**config.mk**
```make
export PLATFORM = sky130hd
export DESIGN_NAME = fifo_datapath
export DESIGN_NICKNAME = d
export VERILOG_FILES = /design/src/rtl/fifo_datapath.sv
export SDC_FILE = /design/constraint.sdc
export NUM_CORES = 1
export LEC_CHECK = 0
export BUFFER_PORTS_ARGS = -buffer_cell sky130_fd_sc_hd__buf_2
export CAP_MARGIN = 40
export CORE_MARGIN = 4
export CORE_UTILIZATION = 55
export CTS_CLUSTER_SIZE = 16
export DETAILED_ROUTE_END_ITERATION = 16
export HOLD_SLACK_MARGIN = 0.06
export PLACE_DENSITY_LB_ADDON = 0.05
export SETUP_SLACK_MARGIN = 0.4
export SLEW_MARGIN = 20
export SYNTH_ARGS = -nofsm -noshare
export SYNTH_HDL_FRONTEND = slang
export SYNTH_SLANG_ARGS = --single-unit
```
**constraint.sdc**
```tcl
create_clock -name clk -period 8.5 [get_ports clk]
set_input_delay 1.275 -clock clk [delete_from_list [all_inputs] [get_ports clk]]
set_output_delay 1.275 -clock clk [all_outputs]
set_load 0.02 [all_outputs]
```
**src/rtl/fifo_datapath.sv**
```systemverilog
// fifo_datapath: registered state, 8-entry storage, pointers, count and status flags of the FIFO
module fifo_datapath #(
    parameter int DATA_WIDTH = 32
) (
    input  logic                  clk,
    input  logic                  reset_n,
    input  logic [2:0]            next_state,
    input  logic [DATA_WIDTH-1:0] din,
    output logic [2:0]            state,
    output logic [3:0]            data_count,
    output logic [DATA_WIDTH-1:0] dout,
    output logic                  full,
    output logic                  empty,
    output logic                  wr_ack,
    output logic                  wr_err,
    output logic                  rd_ack,
    output logic                  rd_err
);

    typedef enum logic [2:0] {
        INIT     = 3'b000,
        NO_OP    = 3'b001,
        WRITE    = 3'b010,
        WR_ERROR = 3'b011,
        READ     = 3'b100,
        RD_ERROR = 3'b101
    } state_t;

    state_t                state_q, state_d;
    logic [2:0]            head_q, head_d;
    logic [2:0]            tail_q, tail_d;
    logic [3:0]            count_q, count_d;
    logic [DATA_WIDTH-1:0] dout_q, dout_d;
    logic [DATA_WIDTH-1:0] mem_q [8];
    logic                  wr_en;

    // Decode the requested operation; a write when full or a read when empty is demoted to its error state
    always_comb begin
        state_d = NO_OP;
        head_d  = head_q;
        tail_d  = tail_q;
        count_d = count_q;
        dout_d  = dout_q;
        wr_en   = 1'b0;
        case (next_state)
            INIT:     state_d = INIT;
            NO_OP:    state_d = NO_OP;
            WR_ERROR: state_d = WR_ERROR;
            RD_ERROR: state_d = RD_ERROR;
            WRITE: begin
                if (count_q == 4'd8) begin
                    state_d = WR_ERROR;
                end else begin
                    state_d = WRITE;
                    wr_en   = 1'b1;
                    tail_d  = tail_q + 3'd1;
                    count_d = count_q + 4'd1;
                end
            end
            READ: begin
                if (count_q == 4'd0) begin
                    state_d = RD_ERROR;
                end else begin
                    state_d = READ;
                    dout_d  = mem_q[head_q];
                    head_d  = head_q + 3'd1;
                    count_d = count_q - 4'd1;
                end
            end
            default:  state_d = NO_OP;
        endcase
    end

    // Control registers: state, pointers, count and read data
    always_ff @(posedge clk or negedge reset_n) begin
        if (!reset_n) begin
            state_q <= INIT;
            head_q  <= 3'd0;
            tail_q  <= 3'd0;
            count_q <= 4'd0;
            dout_q  <= '0;
        end else begin
            state_q <= state_d;
            head_q  <= head_d;
            tail_q  <= tail_d;
            count_q <= count_d;
            dout_q  <= dout_d;
        end
    end

    // Storage is not reset; only entries between head and tail are meaningful
    always_ff @(posedge clk) begin
        if (reset_n && wr_en) mem_q[tail_q] <= din;
    end

    assign state      = state_q;
    assign data_count = count_q;
    assign dout       = dout_q;
    assign full       = count_q == 4'd8;
    assign empty      = count_q == 4'd0;
    assign wr_ack     = state_q == WRITE;
    assign wr_err     = state_q == WR_ERROR;
    assign rd_ack     = state_q == READ;
    assign rd_err     = state_q == RD_ERROR;

endmodule

```
* After elaboration in Yosys (flattened, before gate mapping) *
Memory sizes are Yosys's and may differ from the RTL's. A register that Yosys moved wholly into a read port is not among the register bits.
Cells that the tools add are included.

operators by class
  $add $sub $neg = 4
  eq/ne operators = 11
  multiplexer cells = 10
  bitwise logic cells = 2
  reductions and logical operators = 8

operator list
  cell                                                                    count
  3-bit one-hot mux with 5 select lines                                   1
  3-bit by 2-bit equality test with 1-bit output (second input constant)  4
  3-bit equality test (second input constant)                             4
  4-bit 2-to-1 mux                                                        2
  4-bit one-hot mux with 2 select lines                                   1
  3-bit by 1-bit adder with 3-bit output (second input constant)          2
  1-bit 2-to-1 mux                                                        6
  4-bit by 1-bit adder with 4-bit output (second input constant)          1
  4-bit equality test (second input constant)                             1
  4-bit logical NOT                                                       1
  2-bit inequality test (second input constant)                           2
  2-bit AND reduction                                                     2
  4-bit by 1-bit subtractor with 4-bit output (second input constant)     1
  3-bit logical NOT                                                       1
  3-bit AND reduction                                                     1
  1-bit inverter                                                          2
  2-bit nonzero test                                                      1
  1-bit logical AND                                                       1
  1-bit logical NOT                                                       1

storage, ports and cells
  bits in registers = 13
  RAM bits = 256
  word-level logic and storage cells = 40
  memories kept = 1

memories
  name   depth  width  rd ports  clocked after memory_dff  write ports  RTL line  RTL
  mem_q  8      32     1         1                         1            34        logic [DATA_WIDTH-1:0] mem_q [8];

* Longest topological paths before layout *
Gate-level depths: netlist of run 1.

  depth after elaboration = 6
  mapped depth = 7
  gate-level depth less buffers = 7

* Worst setup path before layout of run 1 *
No wires, ideal clock.

  path kind = in2reg
  start = input next_state[1]
  end = memory mem_q[3][0] (enable)
  library setup time = 0.461 ns
  arrival time = 4.229 ns
  required time = 8.039 ns
  path slack = 3.810 ns
  stages = 4
  buffers on the path = 0
  cells stage by stage = nor2b_1 -> nor3b_2 -> nand2_1 -> nor3_1

on the way
  cells in the longest elaborated chain, start to end = 5

RTL lines
  what                                            RTL line  RTL
  start: declaration                              7         input logic [2:0] next_state,
  3-bit by 2-bit equality test with 1-bit output  45        case (next_state)
  1-bit 2-to-1 mux                                45
  1-bit logical AND                               93        if (reset_n && wr_en) mem_q[tail_q] <= din;
  1-bit 2-to-1 mux                                93
  1-bit 2-to-1 mux (not written as such)          93
  end: declaration                                34

Every way passes these cells.

* Final worst setup path of run 1 *
  start = input next_state[1]
  end = memory mem_q[3][4] (enable)

Same word-level chain as after synthesis.

==> out/summary.txt, run 1 <==
Horizontal die dimension: 152 um
Layout filler cell count: 1416
#FFs+latches synth: 301
Worst Hold End: dout[5]$_DFFE_PN0P_
TritonCTS clock tree: built
Power per cell area: 310 nW/um^2
CTS HTree Levels: 1
Most common cell after layout, fill and taps aside: sky130_fd_sc_hd__edfxtp_1
Aggregate routed wire length: 20200 um
Length of routed met3 wiring: 787 um
Overall fraction of global-route tracks in use: 17.7%
Drt drc: 0
Worst-path maximum fanout: 32
Met2 wire length: 10200 um
Wirelength per Cell: 21.7 um
Starting utilization of the core area: 56.2%
Number of global-route vias before repair: 5593
Violation count after the first detailed-route iteration: 305
CTS Buffer Depth: 3
Launch point of the worst path: next_state[1]
Unique cell type count in the Yosys netlist: 33
Number of maximum-capacitance constraint violations: 0
Number of standard cells after synthesis: 540
DRT Pass-1 Iters: 5
Floorplan core area: 20300 um^2
Worst Clk Skew: 0.0155 ns
Worst hold path startpoint: dout[5]$_DFFE_PN0P_
Portion of the post-synthesis area used by sequential elements: 77.2%
Bufs and invs on worst path: 2
Cell total after placement: 878
Proportion of register bits with asynchronous set or reset after synthesis: 15.0%
Setup crit end kind: flip-flop
Worst-Margin Slew: 0.693 ns
Number of warnings reported in the yosys synthesis log: 0
Clock root cell: sky130_fd_sc_hd__clkbuf_16
Clock-pin transition on the worst setup and hold timing paths: 0.06 ns
Last weighted congestion value of the routability-driven placer: 0.730
Reg-to-reg critical path endpoint: mem_q[3][4]$_DFFE_PP_
Synthesis-to-finish area growth: 15.3%
Final core utilization: 64.8%
Antenna viol nets, final: 0
Proportion of layout cells with a drive suffix above 1: 33.7%
Relative slew slack: 53.8%
Post-route cell area: 13200 um^2
Pin count of the biggest net entering global routing: 71
Largest vdd supply drop: 0.200 mV
Post-CTS setup repair buffer count: 0
Cell count of the worst hold path: 2
Fin cells: 931
Number of clock buffers inserted by TritonCTS: 29
Placed standard-cell area: 12300 um^2
Reg2Reg Setup Slack: 5.80 ns
Top Layer Used: met5
First-pass GRT wire length: 32300 um
CP cell instances: buf_2 -> nor2b_1 -> nor3b_2 -> nand2_1 -> nor3_2 -> buf_4
Peak per-stage delay on the critical path: 0.51 ns
Antenna Diode Count: 0
Setup_tns: 0 ns
Count of cells along the worst register-to-register path: 5
Antenna violations before repair: 1
Final Power: 0.00408 W
Crit path kind: input port to flip-flop
Number of vias in the routed layout: 5237
Most used cells in the layout excluding fill and tap cells: sky130_fd_sc_hd__edfxtp_1, sky130_fd_sc_hd__buf_2, sky130_fd_sc_hd__mux4_2
Hold Violations, Final: 0
Via-to-Cell Ratio: 5.63
Kind of start point of the critical path: input port
Synthesized area divided by synthesized cell count: 21.1 um^2
Number of I/O pins: 82
Max Fclk: 328 MHz
CP required: 8.66 ns
Post-synth EDFFs: 256
Largest delay contributor family on the critical path: simple AND/OR/NAND/NOR gates
Netlist area before placement: 11400 um^2
Count of pins over their slew limit: 0
Number of buffers inserted by port buffering: 81
Launching point of the worst reg2reg path: data_count[1]$_DFFE_PN0P_
Leakage dissipation: 4.49 nW
Number of sinks driven by the clock tree: 301
Number of buffers added to fix hold violations after cts: 0
DP Wirelength: 11700 um
Number of placement rows: 52
Main flop type after synthesis: sky130_fd_sc_hd__edfxtp_1
Vert. Die Dim: 152 um
Nets: 679
Final global-route overflow total: 0
Post-route clock period utilization: 35.9%
Area of the die: 23100 um^2
WL met1: 8740 um
Final setup violation count: 0
Class of the tightest hold or removal check: flip-flop to flip-flop
Min Clock Period, post-route: 3.05 ns
Post-cts repair resize count: 0
Slowest stage cell, crit path: sky130_fd_sc_hd__nor3b_2
Outcome: completed
Synthesized net count: 580
Clock Latency Late Sink: 0.53 ns
Signal arrival time at the worst endpoint: 3.20 ns
Unrepaired setup endpoints after global routing: no
-- layout make-up --
class                           count  area (um^2)  share of cell area [%]
Multi-Input combinational cell    212         2510                    19.1
Timing Repair Buffer               95          588                    4.47
Clock buffer                       34          754                    5.74
Tap cell                          270          338                    2.57
Clock inverter                     19          144                    1.09
Sequential cell                   301         8820                    67.1
-- Yosys cell counts, types with 2 or more instances --
cell type | count | area [um^2]
sky130_fd_sc_hd__buf_1 | 5 | 18.8
sky130_fd_sc_hd__ha_1 | 3 | 37.5
sky130_fd_sc_hd__buf_2 | 15 | 75.1
sky130_fd_sc_hd__nand2_1 | 5 | 18.8
sky130_fd_sc_hd__and3b_1 | 2 | 17.5
sky130_fd_sc_hd__edfxtp_1 | 256 | 7690
sky130_fd_sc_hd__nor3_1 | 4 | 20.0
sky130_fd_sc_hd__dfrtp_1 | 45 | 1130
sky130_fd_sc_hd__mux2i_1 | 32 | 320
sky130_fd_sc_hd__nor3b_1 | 2 | 15.0
sky130_fd_sc_hd__mux2_1 | 2 | 22.5
sky130_fd_sc_hd__nand3_1 | 2 | 10.0
sky130_fd_sc_hd__xnor2_1 | 4 | 35.0
sky130_fd_sc_hd__buf_4 | 5 | 37.5
sky130_fd_sc_hd__nor3b_2 | 2 | 25.0
sky130_fd_sc_hd__xor2_1 | 4 | 35.0
sky130_fd_sc_hd__a21oi_1 | 33 | 165
sky130_fd_sc_hd__nor2_1 | 39 | 146
sky130_fd_sc_hd__nor2b_1 | 3 | 18.8
sky130_fd_sc_hd__mux4_2 | 64 | 1440
-- how the worst max path moves through the flow --
stage | to | slack (ns) | depth (start not counted)
3_3_place_gp | mem_q[0][5]$_DFFE_PP_ | 4.70 | 4
5_1_grt | mem_q[3][4]$_DFFE_PP_ | 5.32 | 6
3_5_place_dp | mem_q[0][5]$_DFFE_PP_ | 4.88 | 5
6_report | mem_q[3][4]$_DFFE_PP_ | 5.45 | 6
2_1_floorplan | mem_q[3][0]$_DFFE_PP_ | 3.81 | 4
4_1_cts | mem_q[0][5]$_DFFE_PP_ | 5.43 | 5
-- metrics by stage --
| stage | hold WS [ns] | setup WS, ns |
|---|---|---|
| 3_5_place_dp | 0.516 | 4.88 |
| 6_report | 0.524 | 5.45 |
| 3_3_place_gp | 0.506 | 4.70 |
| 5_1_grt | 0.550 | 5.32 |
| 4_1_cts | 0.529 | 5.43 |
| 2_1_floorplan | 0.480 | 3.81 |
-- cells by family after synthesis --
logic type / synth area share (%)
xor gates and xnor gates: 0.614
adders and majority gates: 0.329
muxes: 15.9
DFF: 77.2
buffers and inverters: 1.28
and+or+nand+nor: 3.06
AOI/OAI and AO/OA: 1.61
-- worst min-delay path: cells and delay by family, from the launching register on --
family / cells / cell delay (ns)
AO/OA/AOI/OAI: 1 / 0.10
AND/OR/NAND/NOR: 1 / 0.05
flip-flops: 1 / 0.33
-- flip-flops by register name (all words and copies together) (netlist names) --
register    cells
state           3
head_q          3
dout           32
tail_q          3
data_count      4
mem_q         256
-- layer usage --
| layer | track usage (%) | up-vias |
|---|---|---|
| li1 | - | 2379 |
| met1 | 25.0 | 2725 |
| met2 | 29.8 | 97 |
| met3 | 2.82 | 34 |
| met4 | 4.11 | 2 |
| met5 | 0 | - |
-- power breakdown --
group / leakage (nW) / switching (W) / internal [W]
clock network: 0.445 / 0.000507 / 0.000692
logic: 1.24 / 0.000513 / 0.000492
registers: 2.80 / 0.000147 / 0.00173
Power figures use the tool's default switching activity.
==> inputs of run 2 (changes only) <==
--- a/config.mk
+++ b/config.mk
@@ -5,10 +5,11 @@
 export SDC_FILE = /design/constraint.sdc
 export NUM_CORES = 1
 export LEC_CHECK = 0
+export ABC_AREA = 1
 export BUFFER_PORTS_ARGS = -buffer_cell sky130_fd_sc_hd__buf_2
 export CAP_MARGIN = 40
 export CORE_MARGIN = 4
-export CORE_UTILIZATION = 55
+export CORE_UTILIZATION = 54
 export CTS_CLUSTER_SIZE = 16
 export DETAILED_ROUTE_END_ITERATION = 16
 export HOLD_SLACK_MARGIN = 0.06
==> constraint.sdc (replaced) <==
create_clock -name clk -period 2.5 [get_ports clk]
set_input_delay 0.375 -clock clk [delete_from_list [all_inputs] [get_ports clk]]
set_output_delay 0.375 -clock clk [all_outputs]
set_load 0.02 [all_outputs]
==> out/summary.txt, run 2 <==
Proportion of register bits with asynchronous set or reset after synthesis: 15.0% (unchanged)
Relative slew slack: 50.9% (-2.9 points)
Reg-to-reg critical path endpoint: mem_q[7][4]$_DFFE_PP_
Setup crit end kind: flip-flop
Post-route clock period utilization: 79.3%
Reg2Reg Setup Slack: 0.52 ns (-5.28 ns)
Outcome: completed
Netlist area before placement: 12100 um^2 (+5.6%)
Number of sinks driven by the clock tree: 301 (unchanged)
Antenna violations before repair: 0 (-1)
Number of maximum-capacitance constraint violations: 0 (unchanged)
Largest vdd supply drop: 2.41 mV (+1100%)
Number of warnings reported in the yosys synthesis log: 0 (unchanged)
Post-Synth Simple-Gate Area: 15.7% (+13 points)
Portion of the post-synthesis area used by sequential elements: 73.1% (-4.1 points)
Nets: 1138 (+68%)
Synthesis-to-finish area growth: 16.2%
Most Crowded Layer GR: met2
Cell type with the largest total area after synthesis: sky130_fd_sc_hd__edfxtp_1
Number of global-route vias before repair: 7522 (+34%)
Number of standard cells after synthesis: 1005 (+86%)
Post-synth EDFFs: 256 (unchanged)
Post-route cell area: 14000 um^2 (+6.4%)
Total net switching power: 0.00517 W (+340%)
Worst-path maximum fanout: 22 (-31%)
Drt drc: 0 (unchanged)
Power per cell area: 1090 nW/um^2 (+250%)
Clock root cell: sky130_fd_sc_hd__clkbuf_16
CTS HTree Levels: 2 (+1)
Proportion of layout cells with a drive suffix above 1: 16.5% (-17 points)
Final Power: 0.0153 W (+280%)
CP cell instances: inv_2 -> nand2_1 -> nor2_4 -> a21oi_4 -> nand2_4 -> nor3_4 -> buf_4
#FFs+latches synth: 301 (unchanged)
Max Fclk: 504 MHz
Crit path kind: flip-flop to flip-flop
Internal Power: 0.0102 W (+250%)
Aggregate routed wire length: 25800 um (+28%)
Number of clock buffers inserted by TritonCTS: 34 (+17%)
Synthesized net count: 1045 (+80%)
Top cells by area, synth: sky130_fd_sc_hd__edfxtp_1, sky130_fd_sc_hd__dfrtp_1, sky130_fd_sc_hd__nor2_1
Commonest cells in the netlist: sky130_fd_sc_hd__edfxtp_1, sky130_fd_sc_hd__nor2_1, sky130_fd_sc_hd__nand2_1
Most flop-heavy register: mem_q
Vert. Die Dim: 157 um (+3.5%)
Number of I/O pins: 82 (unchanged)
Wirelength per Cell: 18.4 um (-15%)
Global-route met3 utilization: 3.55% (+0.73 points)
Unique cell type count in the Yosys netlist: 25 (-24%)
Global routing met1 resource utilization: 30.8% (+5.8 points)
Horizontal die dimension: 157 um (+3.5%)
Most common cell after layout, fill and taps aside: sky130_fd_sc_hd__edfxtp_1
Min Clock Period, post-route: 1.98 ns
Count of cells along the worst register-to-register path: 7 (+2)
Antenna Diode Count: 0 (unchanged)
Most used cells in the layout excluding fill and tap cells: sky130_fd_sc_hd__edfxtp_1, sky130_fd_sc_hd__nor2_1, sky130_fd_sc_hd__nand2_1
Number of placement rows: 54 (+3.8%)
Synth top area share: 63.8% (-3.6 points)
Proportion of power drawn by the clock network: 31.0% (+1.6 points)
TritonCTS clock tree: built
Last weighted congestion value of the routability-driven placer: 0.736 (+0.77%)
Clock Latency Late Sink: 0.50 ns (-0.03 ns)
Leakage dissipation: 5.38 nW (+20%)
Flip-flop count of the largest register after layout: 256 (unchanged)
Post-synthesis compound-gate area fraction: 6.26% (+4.6 points)
Worst-Margin Slew: 0.736 ns (+0.0429 ns)
Launching point of the worst reg2reg path: data_count[1]$_DFFE_PN0P_
Unrepaired setup endpoints after global routing: yes
Final setup violation count: 0 (unchanged)
Fraction of power spent switching nets: 33.7% (+5.1 points)
CP Depth: 7 (+1)
Bufs and invs on worst path: 2 (unchanged)
Signal arrival time at the worst endpoint: 2.14 ns (-1.06 ns)
Kind of start point of the critical path: flip-flop
Met2 GRT Util: 34.6% (+4.8 points)
First-pass GRT wire length: 41300 um (+28%)
CTS Buffer Depth: 3 (unchanged)
Synth Area in XOR/XNOR: 0.218% (-0.40 points)
End point of the critical path: mem_q[7][4]$_DFFE_PP_
Final global-route overflow total: 0 (unchanged)
Number of vias in the routed layout: 7633 (+46%)
Via-to-Cell Ratio: 5.44 (-3.4%)
Overall fraction of global-route tracks in use: 21.4% (+3.7 points)
Clock-pin transition on the worst setup and hold timing paths: 0.06 ns (about the same)
Setup_tns: 0 ns (unchanged)
Seq pwr share: 39.9% (-6.1 points)
Pin count of the biggest net entering global routing: 106 (+49%)
DRT Pass-1 Iters: 5 (unchanged)
Launch point of the worst path: data_count[1]$_DFFE_PN0P_
Synthesized area divided by synthesized cell count: 12.0 um^2 (-43%)
Main combinational cell family by area after synthesis: simple AND/OR/NAND/NOR gates
DP Wirelength: 14600 um (+25%)
Main flop type after synthesis: sky130_fd_sc_hd__edfxtp_1
Most frequently used cell type in the post-synthesis netlist: sky130_fd_sc_hd__edfxtp_1
Largest delay contributor family on the critical path: simple AND/OR/NAND/NOR gates
Number of buffers inserted by port buffering: 81 (unchanged)
Floorplan core area: 21900 um^2 (+7.8%)
Layout filler cell count: 1669 (+18%)
Logic gate share of total power: 29.1% (+4.5 points)
Mux contribution to synthesized area: 0% (-16 points)
Antenna viol nets, final: 0 (unchanged)
Adder and majority cell fraction of the synthesized area: 0.311% (-0.017 points)
Peak per-stage delay on the critical path: 0.41 ns (-0.10 ns)
Starting utilization of the core area: 55.1% (-1.2 points)
Area of the die: 24800 um^2 (+7.2%)
Slowest stage cell, crit path: sky130_fd_sc_hd__dfrtp_2
Placed standard-cell area: 12900 um^2 (+5.0%)
Worst Clk Skew: 0.00919 ns (-0.00631 ns)
Hold Violations, Final: 0 (unchanged)
Final hold slack: 0.0838 ns (-0.440 ns)
Violation count after the first detailed-route iteration: 634 (+110%)
Class of the tightest hold or removal check: input port to flip-flop
Count of pins over their slew limit: 0 (unchanged)
CP required: 2.65 ns (-6.01 ns)
-- run 2: layout make-up --
type / instances / area [um^2] / area share [%]
clock inverter: 11 / 73.8 / 0.527
tap: 280 / 350 / 2.50
multi-input combinational: 595 / 2810 / 20.1
timing repair buffer: 112 / 731 / 5.22
inverter: 54 / 205 / 1.47
sequential: 301 / 8820 / 63.0
clock buffer: 51 / 1010 / 7.20
-- run 2: power by group through the flow --
stage / sequential, W / clock [W] / combinational [W]
finish: 0.00610 / 0.00476 / 0.00446
global route: 0.00616 / 0.00507 / 0.00504
CTS: 0.00610 / 0.00484 / 0.00452
detailed placement: 0.00620 / 0 / 0.00449
global placement: 0.00619 / 0 / 0.00445
floorplan: 0.00651 / 0 / 0.00296
-- run 2: through the flow --
stage               instances  setup WS (ns)  utilization [%]
floorplan                1005          0.188                -
global placement         1337          0.210             58.8
detailed placement       1337          0.179             58.8
CTS                      1402          0.448             63.8
global route             1404          0.400             63.9
finish                   1404          0.517             63.9
-- run 2: kinds of logic (layout without fill, tap and decap cells) --
kind of cell | count (synthesis) | count (layout)
AO/OA/AOI/OAI | 132 | 132
XOR/XNOR | 3 | 3
AND/OR/NAND/NOR | 457 | 457
buffers and inverters | 109 | 228
flip-flops | 301 | 301
adder cells (fa/ha/maj) | 3 | 3
-- run 2: layer usage --
metal / share of wire (%) / routed length, um
met5: 0 / 0
met4: 1.8 / 453
met3: 5.6 / 1460
met2: 47 / 12200
met1: 45 / 11700
-- run 2: what timing repair did --
item	CTS	global route
setup buffers	2	2
hold buffers	1	0
endpoints found under the hold margin	9	0
gates resized for setup	0	3
pin swaps	2	1
setup endpoints to repair	52	101
-- run 2: worst min-delay path by stage --
stage | from | to | slack, ns | depth (start not counted)
finish | next_state[1] | state[2]$_DFF_PN0_ | 0.08 | 2
global route | next_state[1] | state[2]$_DFF_PN0_ | 0.09 | 2
CTS | next_state[1] | state[2]$_DFF_PN0_ | 0.08 | 2
detailed placement | reset_n | tail_q[1]$_DFFE_PN0P_ | 0.34 | 1
global placement | reset_n | tail_q[1]$_DFFE_PN0P_ | 0.34 | 1
floorplan | reset_n | data_count[0]$_DFFE_PN0P_ | 0.08 | 0
==> inputs of run 3 (changes only) <==
==> constraint.sdc (replaced) <==
create_clock -name clk -period 1.7 [get_ports clk]
set_input_delay 0.255 -clock clk [delete_from_list [all_inputs] [get_ports clk]]
set_output_delay 0.255 -clock clk [all_outputs]
set_load 0.02 [all_outputs]
==> out/summary.txt, run 3 (synthesized netlist as in run 2, its figures left out) <==
Flip-flop count of the largest register after layout: 256 (unchanged)
Worst Clk Skew: 0.0140 ns (+0.00484 ns)
Overall fraction of global-route tracks in use: 28.0% (+6.6 points)
Number of sinks driven by the clock tree: 301 (unchanged)
Antenna viol nets, final: 0 (unchanged)
First-pass GRT wire length: 51500 um (+25%)
Via-to-Cell Ratio: 5.79 (+6.4%)
Leakage dissipation: 6.91 nW (+29%)
Last weighted congestion value of the routability-driven placer: 0.787 (+6.9%)
TritonCTS clock tree: built
Most common cell on crit path: sky130_fd_sc_hd__buf_12
Antenna violations before repair: 0 (unchanged)
DP Wirelength: 16400 um (+12%)
Horizontal die dimension: 157 um (unchanged)
Most common cell after layout, fill and taps aside: sky130_fd_sc_hd__edfxtp_1
Nets: 1312 (+15%)
Final Power: 0.0286 W (+87%)
Starting utilization of the core area: 55.1% (unchanged)
Largest vdd supply drop: 1.21 mV (-50%)
DRT Pass-1 Iters: 5 (unchanged)
Number of maximum-capacitance constraint violations: 0 (unchanged)
Most flop-heavy register: mem_q
Number of buffers inserted by port buffering: 81 (unchanged)
Drt drc: 0 (unchanged)
Number of vias in the routed layout: 9124 (+20%)
Number of placement rows: 54 (unchanged)
Floorplan core area: 21900 um^2 (unchanged)
Min Clock Period, post-route: 1.90 ns (-0.0809 ns)
CP required: 1.98 ns (-0.67 ns)
Setup_tns: -28.24 ns (-28.24 ns)
Clock Latency Late Sink: 0.57 ns (+0.07 ns)
Number of clock buffers inserted by TritonCTS: 31 (-8.8%)
Synthesis-to-finish area growth: 48.1%
Vert. Die Dim: 157 um (unchanged)
Count of pins over their slew limit: 0 (unchanged)
Layout filler cell count: 1130 (-32%)
Count of cells along the worst register-to-register path: 10 (+3)
Number of I/O pins: 82 (unchanged)
Crit path kind: flip-flop to flip-flop
Aggregate routed wire length: 38500 um (+49%)
CTS HTree Levels: 1 (-1)
Clock root cell: sky130_fd_sc_hd__clkbuf_16
Slowest stage cell, crit path: sky130_fd_sc_hd__dfrtp_2
Violated checks: setup timing
Outcome: finished, violations left
Hold Violations, Final: 0 (unchanged)
Power per cell area: 1600 nW/um^2 (+46%)
Number of global-route vias before repair: 8558 (+14%)
Max Fclk: 526 MHz (+4.3%)
Wirelength per Cell: 24.4 um (+33%)
Most used cells in the layout excluding fill and tap cells: sky130_fd_sc_hd__edfxtp_1, sky130_fd_sc_hd__nor2_1, sky130_fd_sc_hd__nand2_1
Proportion of layout cells with a drive suffix above 1: 35.6% (+19 points)
Crit path setup slack, layout: -0.202 ns (-0.719 ns)
CP cell instances: inv_2 -> nand2_2 -> nor2_4 -> a21oi_4 -> buf_12 -> buf_8 -> nand2_8 -> nor3_4 -> buf_12 -> clkbuf_16
Pin count of the biggest net entering global routing: 47 (-56%)
CTS Buffer Depth: 3 (unchanged)
Kind of start point of the critical path: flip-flop
Relative slew slack: 52.4% (+1.6 points)
Violation count after the first detailed-route iteration: 884 (+39%)
Setup crit end kind: flip-flop
Post-route clock period utilization: 112% (+33 points)
Unrepaired setup endpoints after global routing: yes
Antenna Diode Count: 0 (unchanged)
Signal arrival time at the worst endpoint: 2.18 ns (+0.04 ns)
Clock-pin transition on the worst setup and hold timing paths: 0.07 ns (about the same)
Worst-Margin Slew: 0.713 ns (-0.0225 ns)
Worst-path maximum fanout: 6 (-73%)
Area of the die: 24800 um^2 (unchanged)
Final global-route overflow total: 0 (unchanged)
Final setup violation count: 247 (+247)
Peak per-stage delay on the critical path: 0.37 ns (-0.04 ns)
Class of the tightest hold or removal check: input port to asynchronous set/reset pin
-- run 3: cell count changes in the layout (fill, tap and decap cells not counted), sizes merged --
cell         delta
clkinv          +4
clkbuf          +3
inv             +2
bufbuf          +1
buf           +127
dlygate4sd3    +34
bufinv          +2
-- run 3: cell type report --
type | instances | area (um^2) | area share [%]
timing repair buffer | 287 | 3950 | 22.1
clock buffer | 41 | 833 | 4.67
multi-input combinational | 595 | 3460 | 19.4
clock inverter | 17 | 164 | 0.918
sequential | 301 | 8820 | 49.4
inverter | 54 | 244 | 1.37
timing repair inverter | 2 | 22.5 | 0.126
tap | 280 | 350 | 1.96
-- run 3: critical path: cells and delay by family (launching register included) --
kind / cells / cell delay [ns]
buffers and inverters: 5 / 0.61
AND/OR/NAND/NOR: 4 / 0.48
AO/OA/AOI/OAI: 1 / 0.14
flip-flops: 1 / 0.37
-- run 3: through the flow --
stage,instance area (um^2),hold WS (ns),std cells,util [%],worst slack [ns]
2_1_floorplan,12100,-0.0406,1005,-,-0.519
3_3_place_gp,13300,0.446,1365,60.6,-0.0906
3_5_place_dp,13300,0.447,1365,60.6,-0.106
4_1_cts,16300,0.0748,1536,74.7,-0.124
5_1_grt,17800,0.0844,1577,81.5,-0.240
6_report,17800,0.0350,1577,81.5,-0.202
-- run 3: report_power, final --
group	switching (W)	leakage, nW	internal, W	total [W]
sequential	0.000473	2.85	0.00862	0.00910
combinational	0.00685	3.56	0.00591	0.0128
clock	0.00282	0.497	0.00389	0.00672
total	0.0101	6.91	0.0184	0.0286
-- run 3: worst paths after layout --
| path | start | to | slack [ns] |
|---|---|---|---|
| worst min register to register | dout[6]$_DFFE_PN0P_ | dout[6]$_DFFE_PN0P_ | 0.46 |
| worst max-delay path | data_count[1]$_DFFE_PN0P_ | mem_q[3][16]$_DFFE_PP_ | -0.20 |
| min in group clk | next_state[2] | state[2]$_DFF_PN0_ | 0.11 |
| worst min-delay path | reset_n | dout[30]$_DFFE_PN0P_ | 0.04 |
| worst max register to register | data_count[1]$_DFFE_PN0P_ | mem_q[3][16]$_DFFE_PP_ | -0.20 |
| max in group asynchronous | reset_n | head_q[0]$_DFFE_PN0P_ | 1.12 |
-- run 3: repair_timing --
item | in CTS | in global routing
cloned | 32 | 17
pin swaps | 45 | 120
hold endpoints to repair | 259 | 0
endpoints found under the setup margin | 339 | 344
hold buffers | 35 | 0
resized for setup | 153 | 290
setup buffers | 46 | 24
-- run 3: metal layers --
layer | global-route usage [%] | share of wire (%) | vias to the layer above | routed length [um]
li1 | - | - | 4064 | -
met1 | 37.5 | 36 | 4466 | 13800
met2 | 48.2 | 52 | 504 | 20100
met3 | 4.18 | 8.5 | 90 | 3280
met4 | 7.95 | 3.3 | 0 | 1290
met5 | 0 | 0 | - | 0
